==> config.mk <==
export PLATFORM = sky130hd
export DESIGN_NAME = cia_wide_add_seq
export DESIGN_NICKNAME = d
export VERILOG_FILES = /design/src/rtl/cia_pkg.sv /design/src/rtl/cia.sv /design/src/rtl/cia_wide_add_seq.sv
export SDC_FILE = /design/constraint.sdc
export NUM_CORES = 1
export LEC_CHECK = 0
export CAP_MARGIN = 40
export CORE_MARGIN = 2
export CORE_UTILIZATION = 30
export CTS_BUF_LIST = sky130_fd_sc_hd__clkbuf_16
export CTS_CLUSTER_DIAMETER = 40
export DETAILED_ROUTE_END_ITERATION = 12
export GPL_TIMING_DRIVEN = 0
export HOLD_SLACK_MARGIN = 0.02
export SLEW_MARGIN = 25
export SYNTH_ARGS = -nofsm -noshare
export SYNTH_HDL_FRONTEND = slang
export SYNTH_SLANG_ARGS = --single-unit
==> constraint.sdc <==
create_clock -name clk -period 6.9 [get_ports clk]
set_clock_uncertainty 0.2 [all_clocks]
set_input_delay 1.38 -clock clk [delete_from_list [all_inputs] [get_ports clk]]
set_output_delay 1.38 -clock clk [all_outputs]
set_load 0.01 [all_outputs]
==> src/rtl/cia_pkg.sv <==
// Shared definitions for the wide add/subtract sequencer: slice width,
// FSM state encoding and the slice-index width helper.
package cia_pkg;

    localparam int SLICE_W = 8;

    typedef enum logic [1:0] {
        ST_IDLE = 2'd0,
        ST_RUN  = 2'd1,
        ST_DONE = 2'd2
    } state_t;

    // Width of the slice index; at least one bit so NSLICE=1 still has a register.
    function automatic int idx_w(input int n);
        return (n <= 1) ? 1 : $clog2(n);
    endfunction

endpackage

==> src/rtl/cia.sv <==
// 8-bit carry-increment adder.
// The low half ripples; the high half is computed both as a+b and a+b+1,
// and the low-half carry selects between them.
// Ports:
//   a, b  in  slice operands
//   cin   in  carry in
//   sum   out slice sum
//   cout  out carry out of bit 7
module cia
    import cia_pkg::*;
(
    input  logic [SLICE_W-1:0] a,
    input  logic [SLICE_W-1:0] b,
    input  logic               cin,
    output logic [SLICE_W-1:0] sum,
    output logic               cout
);

    localparam int H = SLICE_W / 2;

    logic [H:0] lo;
    logic [H:0] hi_raw;
    logic [H:0] hi_inc;
    logic [H:0] hi;

    assign lo     = {1'b0, a[H-1:0]} + {1'b0, b[H-1:0]} + {{H{1'b0}}, cin};
    assign hi_raw = {1'b0, a[SLICE_W-1:H]} + {1'b0, b[SLICE_W-1:H]};
    assign hi_inc = hi_raw + {{H{1'b0}}, 1'b1};
    assign hi     = lo[H] ? hi_inc : hi_raw;

    assign sum  = {hi[H-1:0], lo[H-1:0]};
    assign cout = hi[H];

endmodule

==> src/rtl/cia_wide_add_seq.sv <==
// Multi-cycle wide add/subtract sequencer. Operands of W = 8*NSLICE bits are
// pushed one 8-bit slice per cycle (LSB first) through a single shared
// carry-increment adder; a carry register chains the slices.
//
// state | meaning
// IDLE  | ready for operands (in_ready=1)
// RUN   | one slice per cycle through the adder
// DONE  | result held until out_valid && out_ready
//
// Ports:
//   clk, rst_n          clock, async active-low reset
//   in_valid/in_ready   operand handshake (a, b, cin, op_sub)
//   out_valid/out_ready result handshake (sum, cout, ovf)
//   busy                high in RUN or DONE
module cia_wide_add_seq
    import cia_pkg::*;
#(
    parameter int NSLICE = 4
) (
    input  logic                  clk,
    input  logic                  rst_n,
    input  logic                  in_valid,
    output logic                  in_ready,
    input  logic [SLICE_W*NSLICE-1:0] a,
    input  logic [SLICE_W*NSLICE-1:0] b,
    input  logic                  cin,
    input  logic                  op_sub,
    output logic                  out_valid,
    input  logic                  out_ready,
    output logic [SLICE_W*NSLICE-1:0] sum,
    output logic                  cout,
    output logic                  ovf,
    output logic                  busy
);

    localparam int IW = idx_w(NSLICE);
    localparam logic [IW-1:0] LAST = IW'(NSLICE - 1);

    state_t state;
    state_t state_nx;

    logic [IW-1:0]                     idx;
    logic                              carry;
    logic [NSLICE-1:0][SLICE_W-1:0]    a_q;
    logic [NSLICE-1:0][SLICE_W-1:0]    b_q;
    logic [NSLICE-1:0][SLICE_W-1:0]    sum_q;
    logic                              cout_q;
    logic                              ovf_q;

    logic [SLICE_W-1:0] a_s;
    logic [SLICE_W-1:0] b_s;
    logic [SLICE_W-1:0] add_sum;
    logic               add_cout;

    logic accept;
    logic last;

    assign accept = in_valid && (state == ST_IDLE);
    assign last   = (state == ST_RUN) && (idx == LAST);

    always_comb begin
        a_s = '0;
        b_s = '0;
        for (int i = 0; i < NSLICE; i++) begin
            if (idx == IW'(i)) begin
                a_s = a_q[i];
                b_s = b_q[i];
            end
        end
    end

    cia u_cia (
        .a    (a_s),
        .b    (b_s),
        .cin  (carry),
        .sum  (add_sum),
        .cout (add_cout)
    );

    always_ff @(posedge clk or negedge rst_n) begin
        if (!rst_n) state <= ST_IDLE;
        else        state <= state_nx;
    end

    always_comb begin
        state_nx = state;
        case (state)
            ST_IDLE: if (in_valid)  state_nx = ST_RUN;
            ST_RUN:  if (last)      state_nx = ST_DONE;
            ST_DONE: if (out_ready) state_nx = ST_IDLE;
            default:                state_nx = ST_IDLE;
        endcase
    end

    always_comb begin
        in_ready  = (state == ST_IDLE);
        out_valid = (state == ST_DONE);
        busy      = (state == ST_RUN) || (state == ST_DONE);
    end

    always_ff @(posedge clk or negedge rst_n) begin
        if (!rst_n) begin
            idx    <= '0;
            carry  <= 1'b0;
            a_q    <= '0;
            b_q    <= '0;
            sum_q  <= '0;
            cout_q <= 1'b0;
            ovf_q  <= 1'b0;
        end else if (accept) begin
            // Subtract is A + ~B + 1; the forced carry-in replaces cin.
            a_q   <= a;
            b_q   <= op_sub ? ~b : b;
            carry <= op_sub | cin;
            idx   <= '0;
        end else if (state == ST_RUN) begin
            for (int i = 0; i < NSLICE; i++) begin
                if (idx == IW'(i)) sum_q[i] <= add_sum;
            end
            carry <= add_cout;
            idx   <= last ? '0 : idx + IW'(1);
            if (last) begin
                cout_q <= add_cout;
                ovf_q  <= (a_q[NSLICE-1][SLICE_W-1] == b_q[NSLICE-1][SLICE_W-1]) &&
                          (add_sum[SLICE_W-1] != a_q[NSLICE-1][SLICE_W-1]);
            end
        end
    end

    assign sum  = sum_q;
    assign cout = cout_q;
    assign ovf  = ovf_q;

endmodule

; ---- Word-level counts from Yosys, hierarchy flattened
; Cells that the tools add are included.
[totals]
ff_bits = 103
wordCells = 67
[op_classes]
n_addsub = 5
n_eq_ne = 10
muxes = 19
bitwise = 3
reduce_logical = 13
[ops]
columns = cell, n
row1 = $mux 8, 8
row2 = $mux 32, 1
row3 = $not 32->32, 1
row4 = $reduce_and 3->1, 6
row5 = $mux 2, 6
row6 = $add 4x4->5, 2
row7 = $eq 2x2->1 const B, 3
row8 = $pmux 2 s3, 1
row9 = $add 5x1->5, 1
row10 = $add 5x1->5 const B, 1
row11 = $mux 5, 1
row12 = $eq 2x1->1 const B, 2
row13 = $logic_not 2->1, 2
row14 = $ne 2x2->1 const B, 2
row15 = $logic_and 1x1->1, 3
row16 = $add 2x1->2 const B, 1
row17 = $mux 1, 2
row18 = $ne 2x1->1 const B, 1
row19 = $reduce_bool 2->1, 1
row20 = $eq 1x1->1, 1
row21 = $logic_or 1x1->1, 1
row22 = $ne 1x1->1, 1
row23 = $not 1->1, 1
row24 = $or 1x1->1, 1

; ---- Longest topological paths before layout
[logic_depth]
depth_word = 10
ltp_mapped = 15

; ---- Cells and area by module
; Synthesis repeated with hierarchy kept, for this count alone.
[hier_totals]
hier_cells = 471
hier_area_um2 = 5177.5
[by_module_without_submodules]
columns = mod, n_inst, cells_each, area_per_inst_um2, seq_area_each_um2
row1 = cia_wide_add_seq, 1, 420, 4787.1, 2577.5
row2 = cia, 1, 51, 390.4, 0.0

; ---- Worst setup path after synthesis
; No wires, ideal clock.
[synth_timing]
kind = register to register
from = register idx[0]
to = register ovf_q (netlist: ovf)
setup_time_ns = 0.126
arrival_time_ns = 3.095
slack_ns = 3.479
path_stages_with_launch = 15
synth_period_minus_slack_ns = 3.421
cell_sequence = dfrtp_1 -> inv_1 -> ha_1 -> clkbuf_1 -> clkbuf_1 -> nand3b_1 -> a21oi_1 -> a21oi_1 -> o21ai_0 -> fa_1 -> fa_1 -> nand3_1 -> a2111oi_2 -> xor3_2 -> a221o_1
[synth_via]
elab_chain_len = 10
word_cells_on_any_way = 21
classes_between = add/sub (4) / eq/ne (4) / mux (9) / reduce/logical (4)
[synth_lines]
columns = element, line_no
row1 = "start, declared", cia_wide_add_seq.sv:42  ; logic [IW-1:0] idx;
row2 = "start signal, assigned", cia_wide_add_seq.sv:121  ; idx <= last ? '0 : idx + IW'(1);
row3 = $logic_not 2->1, cia_wide_add_seq.sv:65  ; if (idx == IW'(i)) begin
row4 = $mux 8 (4 in series), cia_wide_add_seq.sv:65
row5 = $add 4x4->5 (on tied branches), "cia.sv:27, cia.sv:26"
row6 = $add 5x1->5 (on tied branches), "cia.sv:28, cia.sv:26"
row7 = $mux 5, cia.sv:29  ; assign hi = lo[H] ? hi_inc : hi_raw;
row8 = $ne 1x1->1, cia_wide_add_seq.sv:125  ; (add_sum[SLICE_W-1] != a_q[NSLICE-1][SLICE_W-1]);
row9 = $logic_and 1x1->1, cia_wide_add_seq.sv:124  ; ovf_q <= (a_q[NSLICE-1][SLICE_W-1] == b_q[NSLICE-1][SLICE_W-1]) &&
row10 = "end signal, assigned", cia_wide_add_seq.sv:124
row11 = "end, declared", cia_wide_add_seq.sv:48  ; logic ovf_q;
; Several ways; a longest one is shown, not always the timed one.
; A chain may end at the register's enable or synchronous reset.

; ---- Final worst setup path
; Same ends and word-level chain as after synthesis.

==> impl_results.md <==
- Total core area: 16580 um^2
- Die H: 134.1 um
- Asr flop ratio synth: 100.0%
- H-tree depth: 3
- Pins Over Slew Limit: 0
- Max Freq: 241.4 MHz
- WL/cell: 15.62 um
- Sequential element share of the synthesized area: 50.76%
- Drt first pass iters: 5
- Period utilization: 60.04%
- Cell row count: 47
- Post-cts gate resize count: 0
- Rel. slew slack: 61.23%
- Worst-Margin Slew: 0.5816 ns
- Worst vdd ir: 0.1893 mV
- Synth Instances: 493
- Final critical-path required period: 4.143 ns
- Synth Flop Type: dfrtp_1
- Synth cell types: 32
- Gr usage total: 15.09%
- Hold WS: 0.2822 ns
- Largest stage delay on the critical path: 0.45 ns
- Cts bufs inserted: 9
- Static Leak: 2.824 nW
- Sequential Area: 2577 um^2
- Hold/Removal Path Class: flip-flop to flip-flop
- Net Count, Synth: 582
- Internal Power: 1.979 mW
- CP max-delay cell: clkbuf_1
- Worst r2r dst: ovf$_DFFE_PN0P_
- Largest net degree at the start of global routing: 77
- R2R cell count: 14
- Crit path cell chain: inv_1, ha_1, clkbuf_1, clkbuf_1, nand3b_1, a21oi_1, a21oi_1, o21ai_0, fa_1, fa_1, nand3_1, a2111oi_2, xor3_2, a221o_1
- First DRT Iteration DRCs: 247
- Clk buf depth: 2
- Drt total wl: 13.05 mm
- Commonest non-fill, non-tap cells in the layout: clkdlybuf4s50_1, dfrtp_1, nand2_1
- DRT antenna net count: 0
- First-pass GRT wire length: 21.10 mm
- DR vias/cell: 4.661
- DR vias: 3892
- Num Clock Sinks: 103
- Worst Hold Path Cells: 2
- Setup WS pre-CTS: 2.770 ns
- Top post-synthesis cells by area: dfrtp_1, mux2_2, o21ai_0
- Final core occ: 40.73%
- Fill cell count: 1653
- Mapped cell area: 5077 um^2
- Initial antenna violation count: 0
- Grt total ovfl: 0
- CP bufs+invs: 3
- Reg power frac: 32.5%
- Full die area: 17980 um^2
- Post-DP HPWL: 10.21 mm
- Worst R2R Setup Slack: 2.76 ns
- Placer congestion estimate: 0.8634
- Die width: 134.1 um
- WP data required: 6.93 ns
- Post-CTS Repair Setup Buffers: 0
- Area leader, netlist: dfrtp_1
- Switching Fraction: 39.35%
- CP endpoint kind: flip-flop
- Power Total: 3.263 mW
- CP startpoint: idx[0]$_DFFE_PN0P_
- EDFF count, synth: 0
- Largest delay share family, worst path: compound AO/OA/AOI/OAI gates
- Clock transition at path regs: 0.07 ns
- CP max FO: 10
- Share of cells above drive strength 1: 11.87%
- Synthesis-to-layout area growth: 33.02%
- Setup_tns: 0 ns
- Hold EP: b_q[18]$_DFFE_PN0P_
- Share of the synthesized area in the top cell type: 50.76%
- Starting density of the core: 30.62%
- Status: complete, no violations
- Psw: 1.284 mW
- Antenna cells: 0
- Post-CTS Hold Fix Bufs: 0
- CTS tree: done
- Syn Area/Cell: 10.30 um^2
- Vias in the first global route: 3969
- Multi-input logic area: 2328 um^2
- Register bit count reported by yosys: 103
- Clock power frac: 16.8%
- Worst r2r src: idx[0]$_DFFE_PN0P_
- Most common cell after layout, fill and taps aside: clkdlybuf4s50_1
- Worst setup SP type: flip-flop
- I/O Pins: 107
- Power per cell area: 483.1 nW/um^2
- Final setup viols: 0
- # DRC: 0
- Hold Vio Cnt, Final: 0
- RSZ-0062 raised after global routing: false
- YS warnings: 0
- Post-route setup slack: 2.757 ns
- MaxCap Viol Count: 0
- Comb pwr share: 50.6%
- Hold Startpoint: b_q[18]$_DFFE_PN0P_
- Port Buffers: 105
- WS Path Type: flip-flop to flip-flop
- Worst-Skew Late Latency: 0.35 ns
- Root buf cell: clkbuf_16
- Critical Path AT: 4.17 ns
- Fin nets: 699
## kinds of logic after synthesis
family / after synthesis / share of synthesized area, %
buffers and inverters: 43 / 3.376
AO/OA/AOI/OAI: 121 / 12.67
AND/OR/NAND/NOR: 121 / 10.70
flip-flops: 103 / 50.76
XOR/XNOR: 40 / 7.220
adder cells (fa/ha/maj): 19 / 5.126
multiplexers: 46 / 10.15
## through the flow
stage | instances | instance area [um^2]
2_1_floorplan | 493 | 5077
5_1_grt | 835 | 6754
3_5_place_dp | 819 | 6432
3_3_place_gp | 818 | 6404
4_1_cts | 835 | 6754
6_report | 835 | 6754
## cells in the mapped netlist (5+ instances only)
cell      number
a21oi_1       40
buf_2          8
clkbuf_1      24
dfrtp_1      103
ha_1          16
inv_1         10
mux2_2        44
nand2_1       90
nand3b_1      16
nor2_1         5
o21ai_0       69
xnor2_1       38
## how the worst max path moves through the flow
stage | cells past startpoint | slack (ns) | endpoint
3_5_place_dp | 14 | 2.77 | ovf$_DFFE_PN0P_
6_report | 14 | 2.76 | ovf$_DFFE_PN0P_
2_1_floorplan | 14 | 3.48 | ovf$_DFFE_PN0P_
5_1_grt | 15 | 2.44 | ovf$_DFFE_PN0P_
3_3_place_gp | 1 | 0.57 | b_q[7]$_DFFE_PN0P_
4_1_cts | 14 | 2.76 | ovf$_DFFE_PN0P_
## per-layer routing
| layer | share of wire [%] | global-route usage [%] | up-vias |
|---|---|---|---|
| met5 | 0 | 0 | - |
| met4 | 1.4 | 4.386 | 0 |
| met3 | 4.8 | 3.137 | 12 |
| met2 | 46 | 24.07 | 108 |
| met1 | 48 | 20.85 | 1861 |
| li1 | - | - | 1911 |
## worst register-to-register path, cell delays in order (launching register included)
cell and delay (ns):
dfrtp_1 0.43, inv_1 0.10, ha_1 0.15, clkbuf_1 0.38, clkbuf_1 0.45, nand3b_1 0.14, a21oi_1 0.17, a21oi_1 0.08
o21ai_0 0.28, fa_1 0.27, fa_1 0.22, nand3_1 0.13, a2111oi_2 0.34, xor3_2 0.38, a221o_1 0.31
## power groups by stage
stage / registers (mW) / logic (mW) / clock network, mW
6_report: 1.06 / 1.65 / 0.549
4_1_cts: 1.06 / 1.67 / 0.560
2_1_floorplan: 1.06 / 1.04 / 0
3_5_place_dp: 1.07 / 1.66 / 0
5_1_grt: 1.10 / 1.84 / 0.579
3_3_place_gp: 1.06 / 1.61 / 0
## sequential cells by signal, summed over array words and instances (netlist names)
register	count
idx	2
sum	32
ovf	1
b_q	32
carry	1
cout	1
a_q	32
state	2
## area by class of cell
cell class                      instances  area share [%]
Clock buffer                            9           3.335
Multi-Input combinational cell        347           34.48
Sequential cell                       103           38.16
Buffer                                 33           1.982
Tap cell                              220           4.076
Timing Repair Buffer                  106           15.99
Clock inverter                          7           1.426
Inverter                               10          0.5558
Note: power is estimated with default switching activity, not from simulation.
